<file path="config.mk">
export PLATFORM = sky130hd
export DESIGN_NAME = btb_update_queue
export DESIGN_NICKNAME = d
export VERILOG_FILES = /design/src/rtl/btb_update_queue_pkg.sv /design/src/rtl/btb_update_queue_fifo.sv /design/src/rtl/btb_update_queue.sv
export SDC_FILE = /design/constraint.sdc
export NUM_CORES = 1
export LEC_CHECK = 0
export ABC_AREA = 1
export CAP_MARGIN = 20
export CORE_UTILIZATION = 54
export DETAILED_ROUTE_END_ITERATION = 16
export PLACE_DENSITY = 0.83
export SYNTH_ARGS = -nofsm -noshare
export SYNTH_HDL_FRONTEND = slang
export SYNTH_SLANG_ARGS = --single-unit
</file>
<file path="constraint.sdc">
create_clock -name clk -period 5.35 [get_ports clk]
set_input_delay 1.07 -clock clk [delete_from_list [all_inputs] [get_ports clk]]
set_output_delay 1.07 -clock clk [all_outputs]
set_load 0.05 [all_outputs]
</file>
<file path="src/rtl/btb_update_queue_pkg.sv">
// Shared RV32I commit/BTB types: the BTB training bus and the queued update entry.
package rv32i_types;

  typedef struct packed {
    logic [31:0] pc;
    logic [31:0] pred_branch_address;
    logic        branch_inst;
    logic        jal_inst;
    logic        branch_resol;
    logic        valid;
    logic        ready;
  } rob_to_btb_bus;

  typedef struct packed {
    logic [31:0] pc;
    logic [31:0] pred_branch_address;
    logic        branch_inst;
    logic        jal_inst;
    logic        branch_resol;
  } btb_upd_entry_t;

  localparam logic [31:0] PC_STEP = 32'd4;

endpackage

</file>
<file path="src/rtl/btb_update_queue_fifo.sv">
// Synchronous FIFO of BTB update entries; head is read combinationally, no bypass.
// Push is ignored when full and pop when empty; the caller is expected to honour both flags.
module btb_upd_fifo
  import rv32i_types::*;
#(
  parameter int unsigned DEPTH = 4,
  parameter int unsigned BITS  = 2
) (
  input  logic           clk,
  input  logic           rst,
  input  logic           push,
  input  btb_upd_entry_t wr_dat,
  input  logic           pop,
  output btb_upd_entry_t rd_dat,
  output logic           full,
  output logic           empty
);

  localparam logic [BITS:0] PTR_ONE = 1;

  btb_upd_entry_t mem [DEPTH];
  logic [BITS:0]  wr_ptr;
  logic [BITS:0]  rd_ptr;
  logic           do_push;
  logic           do_pop;

  // Extra MSB distinguishes full from empty when the indices coincide.
  assign full    = (wr_ptr[BITS-1:0] == rd_ptr[BITS-1:0]) && (wr_ptr[BITS] != rd_ptr[BITS]);
  assign empty   = (wr_ptr == rd_ptr);
  assign do_push = push && !full;
  assign do_pop  = pop && !empty;
  assign rd_dat  = mem[rd_ptr[BITS-1:0]];

  always_ff @(posedge clk or negedge rst) begin
    if (!rst) begin
      wr_ptr <= '0;
      rd_ptr <= '0;
    end else begin
      if (do_push) wr_ptr <= wr_ptr + PTR_ONE;
      if (do_pop)  rd_ptr <= rd_ptr + PTR_ONE;
    end
  end

  always_ff @(posedge clk) begin
    if (do_push) mem[wr_ptr[BITS-1:0]] <= wr_dat;
  end

endmodule

</file>
<file path="src/rtl/btb_update_queue.sv">
// Commit-side BTB trainer: queues retired branches/JALs (1-cycle push-to-visible), drains one per btb_en cycle,
// stalls the ROB via commit_ready only when full; flags mispredicts with a registered redirect pulse.
module btb_update_queue
  import rv32i_types::*;
#(
  parameter int unsigned QUEUE_DEPTH = 4,
  parameter int unsigned QUEUE_BITS  = 2
) (
  input  logic          clk,
  input  logic          rst,
  input  logic          commit_valid,
  output logic          commit_ready,
  input  logic [31:0]   commit_pc,
  input  logic          commit_is_branch,
  input  logic          commit_is_jal,
  input  logic          commit_taken,
  input  logic [31:0]   commit_target,
  input  logic          commit_pred_taken,
  input  logic [31:0]   commit_pred_target,
  input  logic          btb_en,
  output rob_to_btb_bus btb_update,
  output logic          redirect_valid,
  output logic [31:0]   redirect_pc,
  output logic [31:0]   branch_count,
  output logic [31:0]   mispred_count
);

  logic           fifo_full;
  logic           fifo_empty;
  logic           push;
  logic           pop;
  logic           act_taken;
  logic           mispred;
  logic [31:0]    next_pc;
  btb_upd_entry_t push_entry;
  btb_upd_entry_t head_entry;

  // Ready depends on occupancy only, so the ROB never sees a path from btb_en.
  assign commit_ready = !fifo_full;
  assign push         = commit_valid && commit_ready && (commit_is_branch || commit_is_jal);
  assign pop          = !fifo_empty && btb_en;
  assign act_taken    = commit_is_jal | commit_taken;
  assign next_pc      = act_taken ? commit_target : commit_pc + PC_STEP;

  always_comb begin
    mispred = 1'b0;
    if (commit_is_jal) begin
      mispred = !commit_pred_taken || (commit_target != commit_pred_target);
    end else if (commit_is_branch) begin
      mispred = (commit_taken != commit_pred_taken) ||
                (commit_taken && commit_pred_taken && (commit_target != commit_pred_target));
    end
  end

  always_comb begin
    push_entry                     = '0;
    push_entry.pc                  = commit_pc;
    push_entry.pred_branch_address = commit_target;
    push_entry.branch_inst         = commit_is_branch;
    push_entry.jal_inst            = commit_is_jal;
    push_entry.branch_resol        = act_taken;
  end

  btb_upd_fifo #(
    .DEPTH (QUEUE_DEPTH),
    .BITS  (QUEUE_BITS)
  ) u_fifo (
    .clk    (clk),
    .rst    (rst),
    .push   (push),
    .wr_dat (push_entry),
    .pop    (pop),
    .rd_dat (head_entry),
    .full   (fifo_full),
    .empty  (fifo_empty)
  );

  always_comb begin
    btb_update                     = '0;
    btb_update.pc                  = head_entry.pc;
    btb_update.pred_branch_address = head_entry.pred_branch_address;
    btb_update.branch_inst         = head_entry.branch_inst;
    btb_update.jal_inst            = head_entry.jal_inst;
    btb_update.branch_resol        = head_entry.branch_resol;
    btb_update.valid               = !fifo_empty;
    btb_update.ready               = btb_en;
  end

  // redirect_pc holds its last value between pulses.
  always_ff @(posedge clk or negedge rst) begin
    if (!rst) begin
      redirect_valid <= 1'b0;
      redirect_pc    <= '0;
      branch_count   <= '0;
      mispred_count  <= '0;
    end else begin
      redirect_valid <= push && mispred;
      if (push) begin
        branch_count <= branch_count + 32'd1;
        if (mispred) begin
          redirect_pc   <= next_pc;
          mispred_count <= mispred_count + 32'd1;
        end
      end
    end
  end

endmodule

</file>
; Word-level counts from Yosys, hierarchy flattened
; Memory sizes are Yosys's and may differ from the RTL's.
; Index checks and enable logic that the tools add are counted.
[classes]
add_sub_neg = 5
multipliers = 0
div_mod_pow = 0
order_cmp = 0
n_eq_ne = 5
shifts = 0
n_mux = 5
bitwise = 1
reduce_logical = 16
[ops]
columns = op, n
row1 = "32-bit by 1-bit adder with 32-bit output, second input constant", 2
row2 = "32-bit by 3-bit adder with 32-bit output, second input constant", 1
row3 = 32-bit two-way mux, 1
row4 = 32-bit != test, 1
row5 = 1-bit logical AND, 9
row6 = "3-bit by 1-bit adder with 3-bit output, second input constant", 2
row7 = 1-bit two-way mux, 4
row8 = 3-bit == test, 1
row9 = 1-bit logical NOT, 3
row10 = 1-bit logical OR, 3
row11 = 2-bit == test, 1
row12 = 1-bit != test, 2
row13 = 2-bit AND reduction, 1
row14 = 1-bit OR, 1
[word_totals]
reg_bits = 103
latchBits = 0
ram_bits = 268
rom_bits = 0
output_inout_bits = 167
wordCells = 39
memories = 1
[mem_list]
columns = name, words, word_bits, rd, rd_clocked_by_memory_dff, wr, line_no
row1 = u_fifo.mem, 4, 67, 1, 0, 1, btb_update_queue_fifo.sv:21  ; btb_upd_entry_t mem [DEPTH];

; Depth between registers and ports, before layout
; Gate-level depths: netlist of run 1.
[logic_depth]
depth_word = 8
ltp_mapped = 15
mapped_depth_nobuf = 13

; Hierarchy
; A second synthesis of run 1 with hierarchy kept.
[unflattened]
cells_unflattened = 1690
area_unflattened_um2 = 17197.7
[by_module_without_submodules]
columns = mod, n_inst, cells_each, area_each_um2
row1 = btb_upd_fifo, 1, 709, 10393.7
row2 = btb_update_queue, 1, 981, 6804.0

; Least setup slack after synthesis of run 1
; No wires, ideal clock.
[synth_timing]
kind = input -> register
startpoint = input port commit_is_jal
endpoint = memory u_fifo.mem[0][0] (netlist name), enable pin
setup_time_ns = 0.493
arrival_time_ns = 4.340
t_required_ns = 4.857
path_slack_ns = 0.517
cell_stages = 4
n_path_buf = 1
cell_sequence = o21a_1 > nand2_4 > clkbuf_1 > nor2_1
[synth_via]
elab_chain_len = 5
[synth_lines]
columns = element, line_no
row1 = start: declaration, btb_update_queue.sv:15  ; input logic commit_is_jal,
row2 = 1-bit logical OR, btb_update_queue.sv:40  ; assign push = commit_valid && commit_ready && (commit_is_branch || commit_is_jal);
row3 = 1-bit logical AND, btb_update_queue.sv:40
row4 = 1-bit logical AND, btb_update_queue_fifo.sv:30  ; assign do_push = push && !full;
row5 = 1-bit two-way mux, btb_update_queue_fifo.sv:45  ; if (do_push) mem[wr_ptr[BITS-1:0]] <= wr_dat;
row6 = 1-bit two-way mux (implied by the code), btb_update_queue_fifo.sv:45
row7 = end: declaration, btb_update_queue_fifo.sv:21
; No other way between the ends.

==> results_dict.tcl, run 1 <==
set metrics [dict create \
    p_int_w 0.00668 \
    cts_buffers 38 \
    synth_cells 1738 \
    vdd_drop_max_uv 318 \
    setup_viol 0 \
    vias 13800 \
    htreeDepth 2 \
    num_rows 64 \
    antenna_cells 0 \
    synth-seq-cells 371 \
    cts_resized 0 \
    grt_setup_unrepaired "no" \
    post_cts_buffers 0 \
    die_w_um 180 \
    max_freq_mhz 216 \
    wl_per_cell_um 20.2 \
    netSwitchingFraction_pct 44.2 \
    status "complete, no violations" \
    grt_pass1_vias 13700 \
    synth_area_per_cell_um2 9.86 \
    grt_use_total_pct 30.0 \
    coreArea_mm2 0.0309 \
    cts.sinks 371 \
    yosysTopAreaCell "edfxtp_1" \
    dr.first_iter.drc_count 1353 \
    io_pins 271 \
    nets 2104 \
    hold_viol_final 0 \
    first_pass_iters 5 \
    gp_congestion 0.946 \
    power_leakage_nw 8.19 \
    seqCellArea_mm2 0.0106 \
    start_kind "flop" \
    p_switching_w 0.00530 \
    ctsHoldBuffers 0 \
    path_max_fanout 62 \
    gr-total-overflow 0 \
    cts_root_buffer "clkbuf_16" \
    finalMaxSlewViolations 0 \
    multiInputGateArea_mm2 0.00583 \
    routed_wl_um 48700 \
    p_comb_share_pct 45.7 \
    synth.distinct_cells 34 \
    slew_headroom_pct 42.2 \
    synthesis.nets 1851 \
    dieHeight_um 180 \
    drive_gt1_share_pct 4.95 \
    grt_max_degree 77 \
    tns_ns 0 \
    period_minus_slack_ns 4.62 \
    skew_ns 0.0111 \
    crit_type "flop to primary output" \
    detail-route-antenna-nets 0 \
    final_core_util_pct 69.0 \
    place.detailed.hpwl_um 32200 \
    dieArea_mm2 0.0324 \
    syn-cell-area_mm2 0.0171 \
    clk_latency_ns 0.52 \
    cp-end-kind "primary output" \
    cts.clk_slew.worst_paths_ns 0.06 \
    grt_pass1_wl_um 75800 \
    netlist_top_cells_area "edfxtp_1 47%, dfrtp_1 15%, nand2_1 10%" \
    layout_commonest_cell "nand2_1" \
    num-fill-cells 2278 \
    hold_class "flop to flop" \
    via_per_inst 5.71 \
    required_ns 4.28 \
    cts_tree "built" \
    cp_data_arrival_time_ns 3.55 \
    pwr_density_cell_mw_per_mm2 561 \
    finalCritPeriodShare_pct 86.3 \
    port_buffers 270 \
    antenna_found_initial 1 \
    clockBufferDepth 3 \
    cap_viol_max_count 0 \
    syn_to_final_growth_pct 24.6 \
    drcViolationCount 0 \
    start_util_pct 55.4 \
    ys_warn_count 0 \
    p_clk_share_pct 20.9 \
    most-common-layout-cells "455 x nand2_1, 269 x clkdlybuf4s50_1, 268 x edfxtp_1, 244 x nor2_1, 158 x o21ai_0" \
    worst_pin_slew_ns 0.866 \
    synth_top_cell_area_share_pct 47.0 \
    power_frac_seq_pct 33.4 \
    seq_area_frac_synth_pct 62.0 \
]
## metrics by stage
stage	hold slack, ns	cells	setup WS (ns)	cell area (µm²)	total power, W
after floorplan	0.461	1738	0.517	17100	0.00756
after global routing	0.499	2415	0.595	21300	0.0124
after global placement	0.452	2347	1.40	20200	0.00938
final	0.471	2415	0.731	21300	0.0120
after detailed placement	0.458	2347	1.33	20200	0.00949
after CTS	0.473	2415	0.772	21300	0.0120
## worst max-delay path: stages (launching register included)
cell	delay [ns]
dfrtp_4	0.85
clkinv_2	0.65
buf_4	0.41
o21ai_0	0.22
o22ai_1	0.11
clkdlybuf4s50_1	0.75
## metal layers
| layer | part of all wire [%] | GRT usage [%] | vias up |
|---|---|---|---|
| met5 | 0.025 | 0 | - |
| met4 | 3.9 | 12.1 | 2 |
| met3 | 8.6 | 6.65 | 119 |
| met2 | 49 | 51.6 | 691 |
| met1 | 38 | 36.9 | 6602 |
| li1 | - | - | 6373 |
## kinds of logic (layout without fill, tap and decap cells)
| group | count (synthesis) | in the layout | synth area share (%) |
|---|---|---|---|
| fa+ha+maj | 9 | 9 | 0.657 |
| simple gates | 864 | 864 | 20.6 |
| buf+inv | 159 | 440 | 4.14 |
| xor+xnor | 104 | 104 | 5.32 |
| compound gates | 231 | 231 | 7.27 |
| flops | 371 | 371 | 62.0 |
## sequential cells by signal (all words and copies together), names as in the netlist
register	count
u_fifo.mem	268
branch_count	32
mispred_count	32
redirect_pc	32
u_fifo.rd_ptr	3
u_fifo.wr_ptr	3
redirect_valid	1
## worst paths after layout
kind                                   from                 to  slack, ns  cells after the start
min in group asynchronous               rst    branch_count[8]       0.64                      1
min                         redirect_pc[23]    redirect_pc[23]       0.47                      2
max in group asynchronous               rst    redirect_pc[12]       3.60                      2
max reg2reg                u_fifo.rd_ptr[0]  mispred_count[27]       1.61                     10
max                        u_fifo.rd_ptr[0]     btb_update[36]       0.73                      5
min reg2reg                 redirect_pc[23]    redirect_pc[23]       0.47                      2
## power groups by stage
stage / Combinational [W] / Clock, W / Sequential, W
3_3_place_gp: 0.00537 / 0 / 0.00401
6_report: 0.00547 / 0.00250 / 0.00400
2_1_floorplan: 0.00304 / 0 / 0.00452
3_5_place_dp: 0.00545 / 0 / 0.00404
5_1_grt: 0.00575 / 0.00264 / 0.00405
4_1_cts: 0.00548 / 0.00252 / 0.00399
## cell type report
type / count / area share (%)
Clock buffer: 49 / 4.80
Clock inverter: 19 / 0.657
Inverter: 83 / 1.47
Multi-Input combinational cell: 1208 / 27.3
Sequential cell: 371 / 49.8
Tap cell: 396 / 2.32
Timing Repair Buffer: 289 / 13.6
## synthesized netlist by cell type, drive strengths merged
| library cell | n |
|---|---|
| o21bai | 1 |
| o22ai | 67 |
| or2 | 1 |
| nand2 | 460 |
| xnor2 | 46 |
| nor2 | 254 |
| xor2 | 58 |
| o21a | 1 |
| edfxtp | 268 |
| clkinv | 1 |
| nor3 | 36 |
| nand3b | 7 |
| buf | 31 |
| clkbuf | 45 |
| o21ai | 159 |
| ha | 9 |
| nor3b | 1 |
| inv | 82 |
| nand4 | 13 |
| nor4 | 2 |
| dfrtp | 103 |
| a21oi | 3 |
| nand3 | 90 |
Note: power is estimated with default switching activity, not from simulation.
==> run 2, diff against run 1 <==
--- a/config.mk
+++ b/config.mk
@@ -5,9 +5,9 @@
 export SDC_FILE = /design/constraint.sdc
 export NUM_CORES = 1
 export LEC_CHECK = 0
-export ABC_AREA = 1
+export ABC_AREA = 0
 export CAP_MARGIN = 20
-export CORE_UTILIZATION = 54
+export CORE_UTILIZATION = 53
 export DETAILED_ROUTE_END_ITERATION = 16
 export PLACE_DENSITY = 0.83
 export SYNTH_ARGS = -nofsm -noshare
==> run 2 against run 1 <==
Effect of this change:
- worst hold slack gained 0.0019 ns
- sequential share of layout area is 3.9 points higher
- worst setup slack gained 0.49 ns
- non-clock buffer count shrank 6
- first-iteration DRC count down 28%
- clock power up 9.2%
- die area fell by 9.0%
- flip-flop and latch count is the same
- global-route usage fell by 4.2 points
- power down 4.2%
- clock skew up 0.0083 ns
- core utilization up 1.4 points
- critical path type unchanged
- highest routed layer unchanged
==> results_dict.tcl, run 2 <==
set metrics [dict create \
    status "complete, no violations" \
    synth_commonest_cells "268 x edfxtp_1, 103 x dfrtp_1, 70 x nand2_1" \
    crit_type "flop to primary output" \
    p_switching_w 0.00446 \
    dieArea_mm2 0.0295 \
    synth_area_per_cell_um2 16.7 \
    cts_root_buffer "clkbuf_16" \
    gp_congestion 0.844 \
    synth-async-reset-ratio_pct 27.8 \
    cap_viol_max_count 0 \
    io_pins 271 \
    cp_slowest_cell "dfrtp_4" \
    skew_ns 0.0194 \
    cts_tree "built" \
    drcViolationCount 0 \
    via_per_inst 5.78 \
    antenna_found_initial 4 \
    cts_resized 0 \
    drive_gt1_share_pct 12.5 \
    finalCritPeriodShare_pct 77.2 \
    dieHeight_um 172 \
    layout_commonest_cell "clkdlybuf4s50_1" \
    hold_class "flop to flop" \
    setup_viol 0 \
    critPathBufInv 2 \
    cts.sinks 371 \
    path_max_fanout 60 \
    synth_top_cell_area_share_pct 52.7 \
    die_w_um 172 \
    dpl_worst_slack_ns 0.811 \
    tns_ns 0 \
    vias 9335 \
    gr-total-overflow 0 \
    cp-end-kind "primary output" \
    grt_pass1_wl_um 55800 \
    grt_pass1_vias 9543 \
    largest_reg_flops 268 \
    p_clk_share_pct 23.8 \
    post_cts_buffers 0 \
    path_cells "buf_4, mux4_2, clkdlybuf4s50_1" \
    netlist_top_cells_area "edfxtp_1 53%, dfrtp_1 17%, mux4_2 9.9%" \
    syn_to_final_growth_pct 29.6 \
    ctsHoldBuffers 0 \
    yosysTopAreaCell "edfxtp_1" \
    seq_area_frac_synth_pct 69.6 \
    cp_data_arrival_time_ns 3.06 \
    p_int_w 0.00700 \
    synthesis.nets 1030 \
    required_ns 4.28 \
    dr.first_iter.drc_count 971 \
    pwr_density_cell_mw_per_mm2 579 \
    synth-seq-cells 371 \
    nets 1318 \
    grt_max_degree 74 \
    final_core_util_pct 70.5 \
    dp.cells 1543 \
    worst_pin_slew_ns 1.02 \
    cts.clk_slew.worst_paths_ns 0.06 \
    num_rows 61 \
    finalNonFillerCells 1615 \
    p_comb_share_pct 40.5 \
    finalMaxSlewViolations 0 \
    clockBufferDepth 3 \
    layout_setup_ws_ns 1.22 \
    port_buffers 270 \
    hold_viol_final 0 \
    htreeDepth 2 \
    power_leakage_nw 7.14 \
    cp_top_family "buffers and inverters" \
    syn-cell-area_mm2 0.0153 \
    yosysMostFrequentCell "edfxtp_1" \
    clk_latency_ns 0.53 \
    ys_warn_count 0 \
    start_kind "flop" \
    grt_use_total_pct 25.8 \
    synth_cells 917 \
    routed_wl_um 37500 \
    slew_headroom_pct 32.1 \
    place.detailed.hpwl_um 24600 \
    grt_setup_unrepaired "no" \
    synth.distinct_cells 39 \
    cpPeakStageDelay_ns 1.02 \
    most-common-layout-cells "269 x clkdlybuf4s50_1, 268 x edfxtp_1, 101 x dfrtp_1, 70 x nand2_1, 69 x xor2_1" \
    synth_edf_count 268 \
    max_freq_mhz 242 \
    start_util_pct 54.4 \
    netSwitchingFraction_pct 38.9 \
    cts_buffers 38 \
    wl_per_cell_um 23.2 \
    period_minus_slack_ns 4.13 \
    coreArea_mm2 0.0281 \
    ys.flop_type "edfxtp_1" \
    detail-route-antenna-nets 0 \
    vdd_drop_max_uv 427 \
    first_pass_iters 5 \
    power_frac_seq_pct 35.7 \
]
[run 2: per-layer routing]
metal	wire length, µm	vias to the layer above	track usage [%]	share of wire, %
met2	18100	464	41.6	48
li1	-	4080	-	-
met4	1060	4	8.81	2.8
met5	24	-	0	0.064
met3	3720	75	6.97	9.9
met1	14600	4712	34.1	39
[run 2: kinds of logic after synthesis]
kind of cell | after synthesis | synth area share (%)
AO/OA/AOI/OAI | 53 | 2.07
XOR/XNOR | 128 | 7.34
adder cells (fa/ha/maj) | 9 | 0.737
buffers and inverters | 43 | 1.19
flip-flops | 371 | 69.6
multiplexers | 90 | 11.4
AND/OR/NAND/NOR | 223 | 7.70
[run 2: layout make-up]
cell class / count / area (µm²)
fillers: 1807 / 8300
multi-input cells: 503 / 4490
clock inverters: 14 / 224
clock buffers: 55 / 1080
well taps: 378 / 473
repair buffers: 283 / 2860
diodes: 3 / 7.51
flip-flops and latches: 371 / 10600
inverters: 8 / 30.0
[run 2: worst reg2reg max path: stages, from the launching register on]
cell and delay (ns):
dfrtp_4 1.02, xnor2_1 0.25, a311oi_2 0.74, and2_4 0.68, buf_4 0.41
[run 2: final timing paths]
check,startpoint,endpoint,slack (ns),cells after the start
worst max register to register,u_fifo.rd_ptr[1],u_fifo.mem[1][57],1.93,4
min in group asynchronous,rst,branch_count[22],0.65,1
worst min-delay path,branch_count[31],branch_count[31],0.47,1
worst max-delay path,u_fifo.rd_ptr[1],btb_update[47],1.22,3
worst min register to register,branch_count[31],branch_count[31],0.47,1
max in group asynchronous,rst,mispred_count[31],3.50,2
[run 2: metrics by stage]
step / area [µm²] / hold slack [ns] / total power [W]
after floorplan: 15300 / 0.461 / 0.00713
after global placement: 18500 / 0.462 / 0.00873
after detailed placement: 18500 / 0.465 / 0.00881
after CTS: 19800 / 0.480 / 0.0115
after global routing: 19800 / 0.502 / 0.0119
final: 19800 / 0.473 / 0.0115
[run 2: power groups by stage]
stage / Sequential, W / Clock [W] / Combinational (W)
floorplan: 0.00454 / 0 / 0.00259
global placement: 0.00412 / 0 / 0.00461
detailed placement: 0.00415 / 0 / 0.00466
CTS: 0.00410 / 0.00276 / 0.00469
global route: 0.00415 / 0.00287 / 0.00485
finish: 0.00409 / 0.00273 / 0.00464
